==> src/rtl/pc_branch_ctrl_pkg.sv <==
// Shared definitions for the PC sequencer: condition codes, FSM encoding
// and the condition evaluator used against the {Z,V,N} flag vector.
package pc_branch_ctrl_pkg;

    localparam int WIDTH_DEF = 16;

    localparam logic [2:0] COND_NEQ    = 3'b000;
    localparam logic [2:0] COND_EQ     = 3'b001;
    localparam logic [2:0] COND_GT     = 3'b010;
    localparam logic [2:0] COND_LT     = 3'b011;
    localparam logic [2:0] COND_GTE    = 3'b100;
    localparam logic [2:0] COND_LTE    = 3'b101;
    localparam logic [2:0] COND_OVFL   = 3'b110;
    localparam logic [2:0] COND_UNCOND = 3'b111;

    typedef enum logic [1:0] {
        ST_RUN        = 2'b00,
        ST_WAIT_FLAGS = 2'b01,
        ST_HALT       = 2'b10
    } state_e;

    // flags = {Z, V, N}
    function automatic logic cond_met(input logic [2:0] cond, input logic [2:0] flags);
        logic z;
        logic v;
        logic n;
        logic met;
        z = flags[2];
        v = flags[1];
        n = flags[0];
        met = 1'b0;
        unique case (cond)
            COND_NEQ:    met = !z;
            COND_EQ:     met = z;
            COND_GT:     met = !z && !n;
            COND_LT:     met = n;
            COND_GTE:    met = z || !n;
            COND_LTE:    met = z || n;
            COND_OVFL:   met = v;
            COND_UNCOND: met = 1'b1;
            default:     met = 1'b0;
        endcase
        return met;
    endfunction

endpackage

==> src/rtl/pc_branch_ctrl_adder.sv <==
// Ripple-carry adder used for both the +2 sequential step and the branch
// target; the carry out of the top bit is dropped (modulo 2^WIDTH).
module full_adder_1bit (
    input  logic i_a,
    input  logic i_b,
    input  logic i_cin,
    output logic o_sum,
    output logic o_cout
);
    assign o_sum  = i_a ^ i_b ^ i_cin;
    assign o_cout = (i_a & i_b) | (i_cin & (i_a ^ i_b));
endmodule

module branch_target_adder #(
    parameter int WIDTH = 16
) (
    input  logic [WIDTH-1:0] i_a,
    input  logic [WIDTH-1:0] i_b,
    output logic [WIDTH-1:0] o_sum
);
    logic [WIDTH-1:0] w_carry;

    assign w_carry[0] = 1'b0;

    genvar i;
    for (i = 0; i < WIDTH - 1; i++) begin : g_fa
        full_adder_1bit u_fa (
            .i_a    (i_a[i]),
            .i_b    (i_b[i]),
            .i_cin  (w_carry[i]),
            .o_sum  (o_sum[i]),
            .o_cout (w_carry[i+1])
        );
    end

    // Top bit needs only the sum; its carry would leave the PC range anyway.
    assign o_sum[WIDTH-1] = i_a[WIDTH-1] ^ i_b[WIDTH-1] ^ w_carry[WIDTH-1];
endmodule

==> src/rtl/pc_branch_ctrl.sv <==
// PC sequencer and branch resolver: owns the fetch PC, resolves B/BR against
// the {Z,V,N} flags, parks branches whose flags are not yet current, and halts.
module pc_branch_ctrl
    import pc_branch_ctrl_pkg::*;
#(
    parameter int               WIDTH    = WIDTH_DEF,
    parameter logic [WIDTH-1:0] RESET_PC = '0,
    parameter int               IMM_W    = 9
) (
    input  logic             clk,
    input  logic             rst_n,
    input  logic             stall_i,
    input  logic             br_valid_i,
    input  logic             br_reg_i,
    input  logic [2:0]       br_cond_i,
    input  logic [IMM_W-1:0] br_imm_i,
    input  logic [WIDTH-1:0] br_reg_val_i,
    input  logic [2:0]       flags_i,
    input  logic             flags_valid_i,
    input  logic             halt_i,
    output logic [WIDTH-1:0] pc_o,
    output logic [WIDTH-1:0] pc_plus2_o,
    output logic             flush_o,
    output logic             taken_o,
    output logic             halted_o,
    output logic [1:0]       dbg_state_o
);
    localparam logic [WIDTH-1:0] PC_STEP = WIDTH'(2);

    state_e           r_state;
    state_e           w_next_state;

    logic [WIDTH-1:0] r_pc;
    logic             r_halted;
    logic [2:0]       r_cond;
    logic             r_reg;
    logic [IMM_W-1:0] r_imm;
    logic [WIDTH-1:0] r_reg_val;

    logic             w_in_wait;
    logic [2:0]       w_sel_cond;
    logic             w_sel_reg;
    logic [IMM_W-1:0] w_sel_imm;
    logic [WIDTH-1:0] w_sel_reg_val;
    logic [WIDTH-1:0] w_offset;
    logic [WIDTH-1:0] w_pc_plus2;
    logic [WIDTH-1:0] w_b_target;
    logic [WIDTH-1:0] w_target;
    logic             w_cond_true;

    logic             w_run_go;
    logic             w_halt_req;
    logic             w_park;
    logic             w_resolve;
    logic             w_seq;
    logic             w_take;

    logic [WIDTH-1:0] w_pc_next;
    logic             w_flush;
    logic             w_taken;

    // A parked branch resolves from its latched fields; otherwise decode drives.
    assign w_in_wait     = (r_state == ST_WAIT_FLAGS);
    assign w_sel_cond    = w_in_wait ? r_cond    : br_cond_i;
    assign w_sel_reg     = w_in_wait ? r_reg     : br_reg_i;
    assign w_sel_imm     = w_in_wait ? r_imm     : br_imm_i;
    assign w_sel_reg_val = w_in_wait ? r_reg_val : br_reg_val_i;

    assign w_offset = {{(WIDTH-IMM_W-1){w_sel_imm[IMM_W-1]}}, w_sel_imm, 1'b0};

    branch_target_adder #(.WIDTH(WIDTH)) u_step_adder (
        .i_a   (r_pc),
        .i_b   (PC_STEP),
        .o_sum (w_pc_plus2)
    );

    branch_target_adder #(.WIDTH(WIDTH)) u_target_adder (
        .i_a   (w_pc_plus2),
        .i_b   (w_offset),
        .o_sum (w_b_target)
    );

    assign w_target    = w_sel_reg ? (w_sel_reg_val & ~WIDTH'(1)) : w_b_target;
    assign w_cond_true = cond_met(w_sel_cond, flags_i);

    // br_valid_i is only consumed in RUN when decode is not stalling us.
    assign w_run_go   = (r_state == ST_RUN) && !stall_i;
    assign w_halt_req = w_run_go && halt_i;
    assign w_park     = w_run_go && !halt_i && br_valid_i && !flags_valid_i
                        && (br_cond_i != COND_UNCOND);
    assign w_resolve  = (w_run_go && !halt_i && br_valid_i && !w_park)
                        || (w_in_wait && flags_valid_i);
    assign w_seq      = w_run_go && !halt_i && !br_valid_i;
    assign w_take     = w_resolve && w_cond_true;

    always_ff @(posedge clk) begin
        if (!rst_n) begin
            r_state <= ST_RUN;
        end else begin
            r_state <= w_next_state;
        end
    end

    always_comb begin
        w_next_state = r_state;
        unique case (r_state)
            ST_RUN: begin
                if (w_halt_req) begin
                    w_next_state = ST_HALT;
                end else if (w_park) begin
                    w_next_state = ST_WAIT_FLAGS;
                end
            end
            ST_WAIT_FLAGS: begin
                if (flags_valid_i) begin
                    w_next_state = ST_RUN;
                end
            end
            ST_HALT: begin
                w_next_state = ST_HALT;
            end
            default: begin
                w_next_state = ST_RUN;
            end
        endcase
    end

    always_comb begin
        w_pc_next = r_pc;
        w_flush   = 1'b0;
        w_taken   = 1'b0;
        if (w_take) begin
            w_pc_next = w_target;
            w_flush   = 1'b1;
            w_taken   = 1'b1;
        end else if (w_resolve || w_seq) begin
            w_pc_next = w_pc_plus2;
        end else if (w_park) begin
            w_flush = 1'b1;
        end
    end

    always_ff @(posedge clk) begin
        if (!rst_n) begin
            r_pc      <= RESET_PC;
            r_halted  <= 1'b0;
            r_cond    <= '0;
            r_reg     <= 1'b0;
            r_imm     <= '0;
            r_reg_val <= '0;
        end else begin
            r_pc     <= w_pc_next;
            r_halted <= (w_next_state == ST_HALT);
            if (w_park) begin
                r_cond    <= br_cond_i;
                r_reg     <= br_reg_i;
                r_imm     <= br_imm_i;
                r_reg_val <= br_reg_val_i;
            end
        end
    end

    assign pc_o        = r_pc;
    assign pc_plus2_o  = w_pc_plus2;
    assign flush_o     = w_flush & rst_n;
    assign taken_o     = w_taken & rst_n;
    assign halted_o    = r_halted;
    assign dbg_state_o = r_state;

endmodule

==> config.mk <==
export PLATFORM = sky130hd
export DESIGN_NAME = pc_branch_ctrl
export DESIGN_NICKNAME = d
export VERILOG_FILES = /design/src/rtl/pc_branch_ctrl_pkg.sv /design/src/rtl/pc_branch_ctrl_adder.sv /design/src/rtl/pc_branch_ctrl.sv
export SDC_FILE = /design/constraint.sdc
export NUM_CORES = 1
export LEC_CHECK = 0
export ABC_CLOCK_PERIOD_IN_PS = 6500
export BUFFER_PORTS_ARGS = -buffer_cell sky130_fd_sc_hd__buf_2
export CAP_MARGIN = 30
export CORE_MARGIN = 2
export CORE_UTILIZATION = 50
export CTS_BUF_LIST = sky130_fd_sc_hd__clkbuf_8
export DETAILED_ROUTE_END_ITERATION = 7
export PLACE_DENSITY = 0.85
export SYNTH_ARGS = -nofsm -noshare
export SYNTH_HDL_FRONTEND = slang
export SYNTH_SLANG_ARGS = --single-unit
export TNS_END_PERCENT = 100
==> constraint.sdc <==
create_clock -name clk -period 6.5 [get_ports clk]
set_clock_uncertainty 0.15 [all_clocks]
set_input_delay 0.65 -clock clk [delete_from_list [all_inputs] [get_ports clk]]
set_output_delay 0.65 -clock clk [all_outputs]
set_load 0.02 [all_outputs]
==> results.md, run 1 <==
* Outcome: finished, final reports clean
* Predominant post-synthesis flop cell: sky130_fd_sc_hd__dfxtp_1
* Highest achievable clock rate at between 150 and 200 MHz
* Arrival time worst endpoint at about 6300 ps
* Sequential element share of the synthesized area at 29.4%
* Worst setup path class: flip-flop to flip-flop
* Count of input and output buffers at 71
* Number of DRC markers after the initial detailed-route iteration at around 190
* Max-slew violation count at 0
* Hold path startpoint: r_reg_val[11]
* Antenna-violating nets left at 0
* Count of H-tree levels built during CTS at 2
* Per-instance average area after synthesis at 8.20 um2
* Maximum vdd ir drop at 0.0800 mV
* Footprint of the multi-input gates at 1860 um2
* Number of antenna diodes at 0
* Die footprint at ~6900 um2
* Net count of the finished layout at 486
* Global route total overflow at 0
* Buffer type at the clock tree root: sky130_fd_sc_hd__clkbuf_8
* Main area contributors after synthesis: sky130_fd_sc_hd__dfxtp_1 29%, sky130_fd_sc_hd__nand2_1 11%, sky130_fd_sc_hd__fa_1 8.3%
* Maximum root-to-sink buffer count at 2
* Post-synth EDFFs at 0
* Class of the tightest hold or removal check: flip-flop to flip-flop
* Placed standard-cell area at 3350 um2
* Final hold slack at approximately 310 ps
* Dpl hpwl at ~5200 um
* Number of buffer and inverter instances along the worst setup path at 5
* Stages on the worst setup path at 27
* Total wire length after detailed routing at 7190 um
* Hold Path Sink: r_reg_val[11]
* Gate count of the mapped netlist at about 380
* Async set or reset register ratio after synthesis at 0%
* Post-Place Worst Slack at -92.0 ps
* Pin count of the biggest net entering global routing at 34
* Vias in the first global route at ~2,500
* Share of post-route cells with drive strength above 1 at roughly 28%
* End of the worst register-to-register path: pc_o[15]
* Final setup violating endpoints at 0
* Portion of synthesized cell area occupied by the leading cell type at 29.4%
* Final hold violations at 0
* Routability cong. at a little under 0.9
* Delay of the slowest cell on the worst path at 420 ps
* Critical path required time at ~6600 ps
* Share of the clock period used by the worst path at between 90% and 100%
* Most numerous cell types in the synthesized netlist: 91 x sky130_fd_sc_hd__nand2_1, 46 x sky130_fd_sc_hd__dfxtp_1, 36 x sky130_fd_sc_hd__a21oi_1
* Wirelength per Cell at roughly 14 um
* Endpoint type of the worst setup path: flip-flop
* Clock net sink count at 46
* Final critical-path required period at around 6300 ps
* Layout-stage area growth over the synthesis result at 12.5%
* Worst slew margin relative to its limit at approximately 29%
* Die height at between 80 and 90 um
* Clock Latency Late Sink at 310 ps
* Nature of the critical path startpoint: flip-flop
* Reg-to-reg startpoint: dbg_state_o[1]
* Leak pwr at 1.61 nW
* # Max-Cap Violations at 0
* Number of instances on the worst hold path at 2
* Clock transition at the registers of the reported paths at around 90 ps
* Kind of cell adding the most delay to the critical path: adder cells
* Largest fanout on the critical path at 4
* Non-Filler Cell Area, Final at 3520 um2
* Vias per std cell at roughly 5.4
* FP Rows at 28
* Combined area of all synthesized cells at 3130 um2
* Transition time at the pin with the least slew margin at 1070 ps
* Placed Cells at approximately 480
* Fin worst setup slack at about 240 ps
* Starting Density at between 50% and 60%
* TritonCTS clock tree: built
* Number of buffers added by the clock tree synthesis step at 5
* Master of the slowest instance on the critical path: sky130_fd_sc_hd__fa_2
* Number of primary I/O pins at 75
* Cell Pwr Density at 173 nW/um2
* Combined global-route utilization of all metal layers at around a fifth
* Wire length of the first global-routing pass at 12,100 um
* Number of search-and-repair iterations in the first detailed-routing pass at 5
* Warning count from the yosys run at 0
* Post-CTS Hold Buffers at 0
* Area taken by flip-flops and latches at ~930 um2
* Via total after detailed routing at 2,692
* Number of fill cells at 530
* Area of the placeable core at 5990 um2
* Total Power at 0.608 mW
* Number of cells in the finished layout apart from fillers at 497
* Initial antenna violation count at 0
* Number of library cell types mapped by synthesis at between 40 and 50
* Worst Reg-to-Reg Cells at 27
* Cell taking the most area after synthesis: sky130_fd_sc_hd__dfxtp_1
* X dimension of the die at ~83 um
* Most prevalent standard cell on the critical path: sky130_fd_sc_hd__fa_2
* Number of flip-flops and latches in the synthesized netlist at between 40 and 50
* Reg-to-reg slack, setup at 240 ps
* Most frequent cell after synthesis: sky130_fd_sc_hd__nand2_1
* DRC violations left at 0
layer usage:
layer  vias up  track usage, %  wire length [um]
met1      1265            26.8              3250
met2        69            35.6              3510
li1       1352               -                 -
met5         -               0                 0
met4         0            7.60                79
met3         6            3.58               347
final cells by class:
cell class,instances,share of cell area (%)
Clock inverter,3,1.28
Clock buffer,5,1.95
Inverter,20,2.13
Timing Repair Buffer,83,12.9
Tap cell,75,2.66
Multi-Input combinational cell,265,52.8
Sequential cell,46,26.3
per-stage QoR:
stage / setup TNS (ps) / utilization [%]
floorplan: 0 / -
global placement: 0 / 55.7
detailed placement: -92.0 / 56.0
CTS: 0 / 57.9
global route: -8.99 / 58.8
finish: 0 / 58.8
power breakdown:
part	switching (mW)	total (mW)	leakage [nW]	internal, mW
Sequential	0.00372	0.290	0.373	0.287
Combinational	0.0601	0.0984	1.18	0.0383
Clock	0.105	0.220	0.0504	0.114
Total	0.169	0.608	1.61	0.439
worst reg2reg max path, stage by stage (launching register included):
cell	delay, ps
sky130_fd_sc_hd__dfxtp_4	360
sky130_fd_sc_hd__and2b_1	230
sky130_fd_sc_hd__nand2_1	60
sky130_fd_sc_hd__nand2_1	60
sky130_fd_sc_hd__ha_1	150
sky130_fd_sc_hd__inv_1	50
sky130_fd_sc_hd__fa_2	340
sky130_fd_sc_hd__fa_2	380
sky130_fd_sc_hd__fa_2	380
sky130_fd_sc_hd__fa_2	350
sky130_fd_sc_hd__inv_2	60
sky130_fd_sc_hd__fa_2	190
sky130_fd_sc_hd__fa_2	220
sky130_fd_sc_hd__fa_2	190
sky130_fd_sc_hd__inv_1	50
sky130_fd_sc_hd__fa_2	350
sky130_fd_sc_hd__fa_2	390
sky130_fd_sc_hd__fa_2	340
sky130_fd_sc_hd__inv_2	70
sky130_fd_sc_hd__fa_2	190
sky130_fd_sc_hd__inv_1	50
sky130_fd_sc_hd__fa_2	350
sky130_fd_sc_hd__fa_2	420
sky130_fd_sc_hd__xnor2_2	150
sky130_fd_sc_hd__xnor2_1	160
sky130_fd_sc_hd__a21oi_1	80
sky130_fd_sc_hd__mux2_4	280
sky130_fd_sc_hd__o22ai_2	140
what timing repair did:
| action | CTS | global route |
|---|---|---|
| gates resized for setup | 0 | 6 |
| buffers inserted | 0 | 6 |
| setup endpoints to repair | 0 | 2 |
| hold endpoints to repair | 0 | 0 |
placed cells by master, fill, tap and decap left out, types with 4 or more instances in the layout:
| cell type | instances |
|---|---|
| sky130_fd_sc_hd__nand2_1 | 91 |
| sky130_fd_sc_hd__buf_2 | 71 |
| sky130_fd_sc_hd__dfxtp_1 | 44 |
| sky130_fd_sc_hd__a21oi_1 | 36 |
| sky130_fd_sc_hd__inv_1 | 17 |
| sky130_fd_sc_hd__mux2i_1 | 15 |
| sky130_fd_sc_hd__nor2_1 | 15 |
| sky130_fd_sc_hd__ha_1 | 14 |
| sky130_fd_sc_hd__fa_2 | 13 |
| sky130_fd_sc_hd__buf_4 | 11 |
| sky130_fd_sc_hd__and2_1 | 9 |
| sky130_fd_sc_hd__a211oi_1 | 9 |
| sky130_fd_sc_hd__a221o_1 | 9 |
| sky130_fd_sc_hd__a2111oi_0 | 7 |
| sky130_fd_sc_hd__o21ai_0 | 6 |
| sky130_fd_sc_hd__clkbuf_8 | 5 |
| sky130_fd_sc_hd__nand3_1 | 4 |
| sky130_fd_sc_hd__o21ai_1 | 4 |
how the worst max path moves through the flow:
stage | from | slack, ps | to
after detailed placement | br_imm_i[0] | -90 | pc_o[15]
final | dbg_state_o[1] | 240 | pc_o[15]
after global placement | br_imm_i[0] | 60 | pc_o[15]
after floorplan | dbg_state_o[1] | 4 | pc_o[15]
after global routing | dbg_state_o[1] | -9 | pc_o[15]
after CTS | dbg_state_o[1] | 20 | pc_o[15]
logic make-up after synthesis:
family	Yosys count	share of synthesized area (%)
AND/OR/NAND/NOR	130	17.7
AO/OA/AOI/OAI	86	19.5
buffers and inverters	72	12.9
other	1	0.120
adder cells (fa/ha/maj)	27	13.9
XOR/XNOR	3	0.839
flip-flops	46	29.4
multiplexers	17	5.59
No activity file was read; power rests on OpenSTA's default activity.
==> run 2, diff against run 1 <==
--- a/config.mk
+++ b/config.mk
@@ -12,7 +12,7 @@
 export CORE_UTILIZATION = 50
 export CTS_BUF_LIST = sky130_fd_sc_hd__clkbuf_8
 export DETAILED_ROUTE_END_ITERATION = 7
-export PLACE_DENSITY = 0.85
+export PLACE_DENSITY = 0.87
 export SYNTH_ARGS = -nofsm -noshare
 export SYNTH_HDL_FRONTEND = slang
 export SYNTH_SLANG_ARGS = --single-unit
==> results.md, run 2 (synthesis results as in run 1) <==
* Outcome: finished, final reports clean (unchanged)
* Fraction of power spent switching nets at 28.6% (was 27.8%)
* Clock share of power at 30.2% (was 36.1%)
* Leak pwr at 1.57 nW (was 1.61 nW)
* Stages on the worst setup path at 27 (unchanged)
* Internal power consumption at 0.396 mW (was 0.439 mW)
* Number of buffers added by the clock tree synthesis step at 5 (unchanged)
* Transition time at the pin with the least slew margin at 1060 ps (was 1070 ps)
* Wire length of the first global-routing pass at 11,800 um (was 12,100 um)
* Vias in the first global route at 2,609 (was 2,543)
* FP Rows at 28 (unchanged)
* Global route total overflow at 0 (unchanged)
* Total wire length after detailed routing at 7080 um (was 7190 um)
* Number of search-and-repair iterations in the first detailed-routing pass at 4 (was 5)
* Clock transition at the registers of the reported paths at 80 ps (was 90 ps)
* Total net switching power at 0.158 mW (was 0.169 mW)
* Initial antenna violation count at 0 (unchanged)
* Endpoint type of the worst setup path: flip-flop (unchanged)
* Class of the tightest hold or removal check: flip-flop to flip-flop (unchanged)
* Count of H-tree levels built during CTS at 2 (unchanged)
* Number of antenna diodes at 0 (unchanged)
* Final sum of negative setup slack at 0 ps (unchanged)
* Share of post-route cells with drive strength above 1 at 26.9% (was 28.0%)
* Most prevalent standard cell on the critical path: sky130_fd_sc_hd__fa_2 (unchanged)
* Total Power at 0.554 mW (was 0.608 mW)
* Dpl hpwl at 5330 um (was 5230 um)
* Final setup violating endpoints at 0 (unchanged)
* Kind of cell adding the most delay to the critical path: adder cells (unchanged)
* Commonest cells after routing, fill and taps aside: 91 x sky130_fd_sc_hd__nand2_1, 71 x sky130_fd_sc_hd__buf_2, 44 x sky130_fd_sc_hd__dfxtp_1 (unchanged)
* Cell Pwr Density at 160 nW/um2 (was 173 nW/um2)
* Number of DRC markers after the initial detailed-route iteration at 144 (was 185)
* Net count of the finished layout at 482 (was 486)
* Pin count of the biggest net entering global routing at 35 (was 34)
* Buffer type at the clock tree root: sky130_fd_sc_hd__clkbuf_8 (unchanged)
* Layout-stage area growth over the synthesis result at 10.4% (was 12.5%)
* TritonCTS clock tree: built (unchanged)
* Arrival time worst endpoint at 6340 ps (about the same)
* Critical path required time at 6560 ps (was 6570 ps)
* DRC violations left at 0 (unchanged)
* Commonest non-fill, non-tap cell in the layout: sky130_fd_sc_hd__nand2_1 (unchanged)
* Wirelength per Cell at 14.4 um (was 14.5 um)
* Area of the placeable core at 5990 um2 (unchanged)
* Largest fanout on the critical path at 7 (was 4)
* Final critical-path required period at 6280 ps (was 6260 ps)
* Post-Place Worst Slack at -40.5 ps (was -92.0 ps)
* # Max-Cap Violations at 0 (unchanged)
* Maximum root-to-sink buffer count at 2 (unchanged)
* Post-CTS Hold Buffers at 0 (unchanged)
* Worst Reg-to-Reg Cells at 27 (unchanged)
* Count of input and output buffers at 71 (unchanged)
* Fin worst setup slack at 221 ps (was 237 ps)
* Routability cong. at 0.819 (was 0.889)
* Setup repair after global routing missed its margin: no
* Reg-to-reg slack, setup at 220 ps (was 240 ps)
* Share of the clock period used by the worst path at 96.6% (was 96.4%)
* Vias per std cell at 5.53 (was 5.42)
* Fraction of power consumed by sequential logic at 52.5% (was 47.7%)
* Antenna-violating nets left at 0 (unchanged)
* Final hold violations at 0 (unchanged)
* Die height at 83.2 um (unchanged)
* Highest achievable clock rate at 159 MHz (was 160 MHz)
* Die footprint at 6920 um2 (unchanged)
* Worst setup path class: flip-flop to flip-flop (unchanged)
* Nature of the critical path startpoint: flip-flop (unchanged)
* Via total after detailed routing at 2,722 (was 2,692)
* Clock Latency Late Sink at 290 ps (was 310 ps)
* End of the worst register-to-register path: pc_o[15] (unchanged)
* Number of buffer and inverter instances along the worst setup path at 5 (unchanged)
* Worst slew margin relative to its limit at 29.0% (was 28.5%)
* Reg-to-reg startpoint: dbg_state_o[1] (unchanged)
* Final hold slack at 308 ps (about the same)
* Worst setup startpoint: dbg_state_o[1] (unchanged)
* Delay of the slowest cell on the worst path at 410 ps (was 420 ps)
* X dimension of the die at 83.2 um (unchanged)
* Maximum vdd ir drop at 0.0942 mV (was 0.0800 mV)
* Part of the power in combinational logic at 17.3% (was 16.2%)
* Starting Density at 52.3% (unchanged)
* Number of primary I/O pins at 75 (unchanged)
* Combined global-route utilization of all metal layers at 20.5% (was 21.0%)
* Timing endpoint of the critical path: pc_o[15] (unchanged)
* Clock net sink count at 46 (unchanged)
* Max-slew violation count at 0 (unchanged)
* Master of the slowest instance on the critical path: sky130_fd_sc_hd__fa_2 (unchanged)
[run 2: cell count changes in the layout (fill, tap and decap cells not counted)]
cell                         before  now
sky130_fd_sc_hd__inv_1           17   18
sky130_fd_sc_hd__bufinv_16        1    0
sky130_fd_sc_hd__buf_4           11    7
sky130_fd_sc_hd__clkinvlp_4       2    1
[run 2: metrics by stage]
step / std cells / area [um2] / util, %
3_3_place_gp: 482 / 3340 / 55.7
2_1_floorplan: 383 / 3200 / -
3_5_place_dp: 483 / 3350 / 56.0
6_report: 492 / 3460 / 57.7
5_1_grt: 492 / 3460 / 57.7
4_1_cts: 490 / 3430 / 57.3
[run 2: worst min-delay path by stage]
stage / slack, ps / endpoint / depth (start not counted) / startpoint
floorplan: 290 / r_imm[1] / 2 / r_imm[1]
global placement: 290 / r_reg_val[7] / 2 / r_reg_val[7]
detailed placement: 300 / r_reg_val[8] / 2 / r_reg_val[8]
CTS: 310 / r_imm[3] / 2 / r_imm[3]
global route: 320 / r_imm[3] / 2 / r_imm[3]
finish: 310 / r_imm[3] / 2 / r_imm[3]
[run 2: routing by layer]
layer	track usage, %	up-vias	part of all wire (%)
met3	5.37	17	7.0
li1	-	1338	-
met5	0	-	0
met1	25.8	1271	43
met2	33.9	96	48
met4	7.30	0	2.1
[run 2: power groups by stage]
stage / clock network, mW / registers, mW / logic [mW]
5_1_grt: 0.182 / 0.292 / 0.106
6_report: 0.167 / 0.291 / 0.0959
3_5_place_dp: 0 / 0.298 / 0.0937
3_3_place_gp: 0 / 0.297 / 0.0892
4_1_cts: 0.170 / 0.291 / 0.0941
2_1_floorplan: 0 / 0.298 / 0.0659
[run 2: repair_timing]
action | CTS | global route
setup buffers | 0 | 2
gates resized for setup | 0 | 6
setup endpoints to repair | 0 | 1
[run 2: layout make-up]
cell class              instances  area (um2)
fillers                       532        2530
inverters                      20        75.1
well taps                      75        93.8
repair buffers                 79         423
flip-flops and latches         46         928
clock buffers                   5        68.8
clock inverters                 2        11.3
multi-input cells             265        1860
[run 2: worst reg2reg max path, stage by stage (launching register included)]
cell                      delay, ps
sky130_fd_sc_hd__dfxtp_4        370
sky130_fd_sc_hd__and2b_1        210
sky130_fd_sc_hd__nand2_1         60
sky130_fd_sc_hd__nand2_1         60
sky130_fd_sc_hd__ha_1           140
sky130_fd_sc_hd__inv_1           50
sky130_fd_sc_hd__fa_2           360
sky130_fd_sc_hd__fa_2           380
sky130_fd_sc_hd__fa_2           380
sky130_fd_sc_hd__fa_2           360
sky130_fd_sc_hd__inv_2           60
sky130_fd_sc_hd__fa_2           180
sky130_fd_sc_hd__fa_2           200
sky130_fd_sc_hd__fa_2           200
sky130_fd_sc_hd__inv_1           60
sky130_fd_sc_hd__fa_2           350
sky130_fd_sc_hd__fa_2           390
sky130_fd_sc_hd__fa_2           340
sky130_fd_sc_hd__inv_2           70
sky130_fd_sc_hd__fa_2           200
sky130_fd_sc_hd__inv_1           50
sky130_fd_sc_hd__fa_2           350
sky130_fd_sc_hd__fa_2           410
sky130_fd_sc_hd__xnor2_2        140
sky130_fd_sc_hd__xnor2_1        160
sky130_fd_sc_hd__a21oi_1         80
sky130_fd_sc_hd__mux2_4         280
sky130_fd_sc_hd__o22ai_2        150
==> run 3, diff against run 2 <==
--- a/config.mk
+++ b/config.mk
@@ -12,6 +12,7 @@
 export CORE_UTILIZATION = 50
 export CTS_BUF_LIST = sky130_fd_sc_hd__clkbuf_8
 export DETAILED_ROUTE_END_ITERATION = 7
+export MAX_ROUTING_LAYER = met4
 export PLACE_DENSITY = 0.87
 export SYNTH_ARGS = -nofsm -noshare
 export SYNTH_HDL_FRONTEND = slang
==> results.md, run 3 (synthesis results as in run 1) <==
* Outcome: finished, final reports clean (unchanged)
* X dimension of the die at 83.2 um (unchanged)
* Setup repair after global routing missed its margin: no (unchanged)
* Maximum vdd ir drop at 0.0946 mV (was 0.0942 mV)
* Total wire length after detailed routing at 7090 um (was 7080 um)
* Worst slew margin relative to its limit at 30.7% (was 29.0%)
* Internal power consumption at 0.396 mW (about the same)
* Final hold slack at 307 ps (was 308 ps)
* Antenna-violating nets left at 0 (unchanged)
* Final hold violations at 0 (unchanged)
* Worst setup startpoint: dbg_state_o[1] (unchanged)
* Number of antenna diodes at 0 (unchanged)
* Part of the power in combinational logic at 17.3% (about the same)
* Number of cells in the finished layout apart from fillers at 492 (unchanged)
* Number of DRC markers after the initial detailed-route iteration at 113 (was 144)
* Layout-stage area growth over the synthesis result at 10.4% (unchanged)
* Commonest non-fill, non-tap cell in the layout: sky130_fd_sc_hd__nand2_1 (unchanged)
* Fraction of power spent switching nets at 28.6% (about the same)
* Max-slew violation count at 0 (unchanged)
* Fraction of power consumed by sequential logic at 52.4% (was 52.5%)
* Net count of the finished layout at 482 (unchanged)
* Leak pwr at 1.57 nW (unchanged)
* TritonCTS clock tree: built (unchanged)
* DRC violations left at 0 (unchanged)
* Endpoint type of the worst setup path: flip-flop (unchanged)
* Starting Density at 52.3% (unchanged)
* Count of input and output buffers at 71 (unchanged)
* Count of H-tree levels built during CTS at 2 (unchanged)
* Most prevalent standard cell on the critical path: sky130_fd_sc_hd__fa_2 (unchanged)
* Number of search-and-repair iterations in the first detailed-routing pass at 4 (unchanged)
* Final critical-path required period at 6280 ps (about the same)
* Largest fanout on the critical path at 7 (unchanged)
* Area of the placeable core at 5990 um2 (unchanged)
* # Max-Cap Violations at 0 (unchanged)
* Number of primary I/O pins at 75 (unchanged)
* Clock transition at the registers of the reported paths at 90 ps (was 80 ps)
* Vias per std cell at 5.48 (was 5.53)
* Dpl hpwl at 5330 um (unchanged)
* Routability cong. at 0.832 (was 0.819)
* Share of the clock period used by the worst path at 96.6% (about the same)
* Highest achievable clock rate at 159 MHz (about the same)
* Die height at 83.2 um (unchanged)
* Total net switching power at 0.159 mW (was 0.158 mW)
* Worst setup path class: flip-flop to flip-flop (unchanged)
* Cell Pwr Density at 160 nW/um2 (about the same)
* Initial antenna violation count at 0 (unchanged)
* Die footprint at 6920 um2 (unchanged)
* Reg-to-reg startpoint: dbg_state_o[1] (unchanged)
* Final setup violating endpoints at 0 (unchanged)
* Delay of the slowest cell on the worst path at 410 ps (about the same)
* Wirelength per Cell at 14.4 um (about the same)
* Placed Cells at 483 (unchanged)
* Master of the slowest instance on the critical path: sky130_fd_sc_hd__fa_2 (unchanged)
* Commonest cells after routing, fill and taps aside: 91 x sky130_fd_sc_hd__nand2_1, 71 x sky130_fd_sc_hd__buf_2, 44 x sky130_fd_sc_hd__dfxtp_1 (unchanged)
* Vias in the first global route at 2,610 (was 2,609)
* Clock net sink count at 46 (unchanged)
* Class of the tightest hold or removal check: flip-flop to flip-flop (unchanged)
* Number of fill cells at 532 (unchanged)
* Maximum root-to-sink buffer count at 2 (unchanged)
* Hold path startpoint: r_imm[3] (unchanged)
* Via total after detailed routing at 2,697 (was 2,722)
* Wire length of the first global-routing pass at 11,800 um (about the same)
* Global route total overflow at 0 (unchanged)
* Number of buffers added by the clock tree synthesis step at 5 (unchanged)
* Clock Latency Late Sink at 290 ps (about the same)
* Critical path required time at 6570 ps (was 6560 ps)
* Combined global-route utilization of all metal layers at 21.1% (was 20.5%)
* Share of post-route cells with drive strength above 1 at 26.9% (unchanged)
* Pin count of the biggest net entering global routing at 35 (unchanged)
* FP Rows at 28 (unchanged)
* Transition time at the pin with the least slew margin at 1040 ps (was 1060 ps)
* Buffer type at the clock tree root: sky130_fd_sc_hd__clkbuf_8 (unchanged)
* Nature of the critical path startpoint: flip-flop (unchanged)
* Clock share of power at 30.3% (was 30.2%)
* Arrival time worst endpoint at 6340 ps (about the same)
* Post-CTS Hold Buffers at 0 (unchanged)
==> run 3: cell counts in the layout (fill, tap and decap cells not counted) <==
Identical to the previous run, type by type.
==> run 3: per-stage QoR <==
| step | setup TNS, ps | instance area [um2] | setup WS, ps | util [%] | power (mW) |
|---|---|---|---|---|---|
| after global placement | 0 | 3340 | 51.7 | 55.7 | 0.386 |
| after global routing | 0 | 3460 | 0.245 | 57.7 | 0.580 |
| after floorplan | 0 | 3200 | 3.68 | - | 0.364 |
| final | 0 | 3460 | 224 | 57.7 | 0.555 |
| after detailed placement | -40.5 | 3350 | -40.5 | 56.0 | 0.391 |
| after CTS | 0 | 3430 | 46.3 | 57.3 | 0.555 |
==> run 3: final cells by class <==
class                      instances  area, um2  area share (%)
inverter                          20       75.1            2.17
timing repair buffer              79        423            12.2
clock inverter                     2       11.3           0.325
clock buffer                       5       68.8            1.99
sequential                        46        928            26.8
tap                               75       93.8            2.71
multi-input combinational        265       1860            53.7
==> run 3: what timing repair did <==
action	in CTS	in global routing
endpoints found under the setup margin	0	1
endpoints found under the hold margin	0	0
buffers inserted	0	2
gates resized for setup	0	6
==> run 3: worst paths after layout <==
check / to / slack (ps) / cells past startpoint
worst max register to register: pc_o[15] / 220 / 27
worst min-delay path: r_imm[3] / 310 / 2
worst max-delay path: pc_o[15] / 220 / 27
worst min register to register: r_imm[3] / 310 / 2
==> run 3: per-layer routing <==
layer | track usage, % | share of wire (%) | up-vias
li1 | - | - | 1333
met1 | 26.0 | 43 | 1252
met2 | 33.9 | 48 | 95
met3 | 4.97 | 7.1 | 17
met4 | 7.30 | 2.0 | 0
met5 | - | 0 | -
==> run 3: worst max-delay path: cells and delay by family, from the launching register on <==
family                     cells  cell delay [ps]
muxes                          1              280
DFF                            1              370
AOI/OAI and AO/OA              2              230
xor gates and xnor gates       2              300
buffers and inverters          5              290
adders and majority gates     14             4220
and+or+nand+nor                3              330
==> run 3: power groups by stage <==
| stage | Clock (mW) | Combinational (mW) | Sequential [mW] |
|---|---|---|---|
| after floorplan | 0 | 0.0659 | 0.298 |
| after global placement | 0 | 0.0892 | 0.297 |
| after detailed placement | 0 | 0.0937 | 0.298 |
| after CTS | 0.170 | 0.0941 | 0.291 |
| after global routing | 0.182 | 0.106 | 0.292 |
| final | 0.168 | 0.0958 | 0.291 |
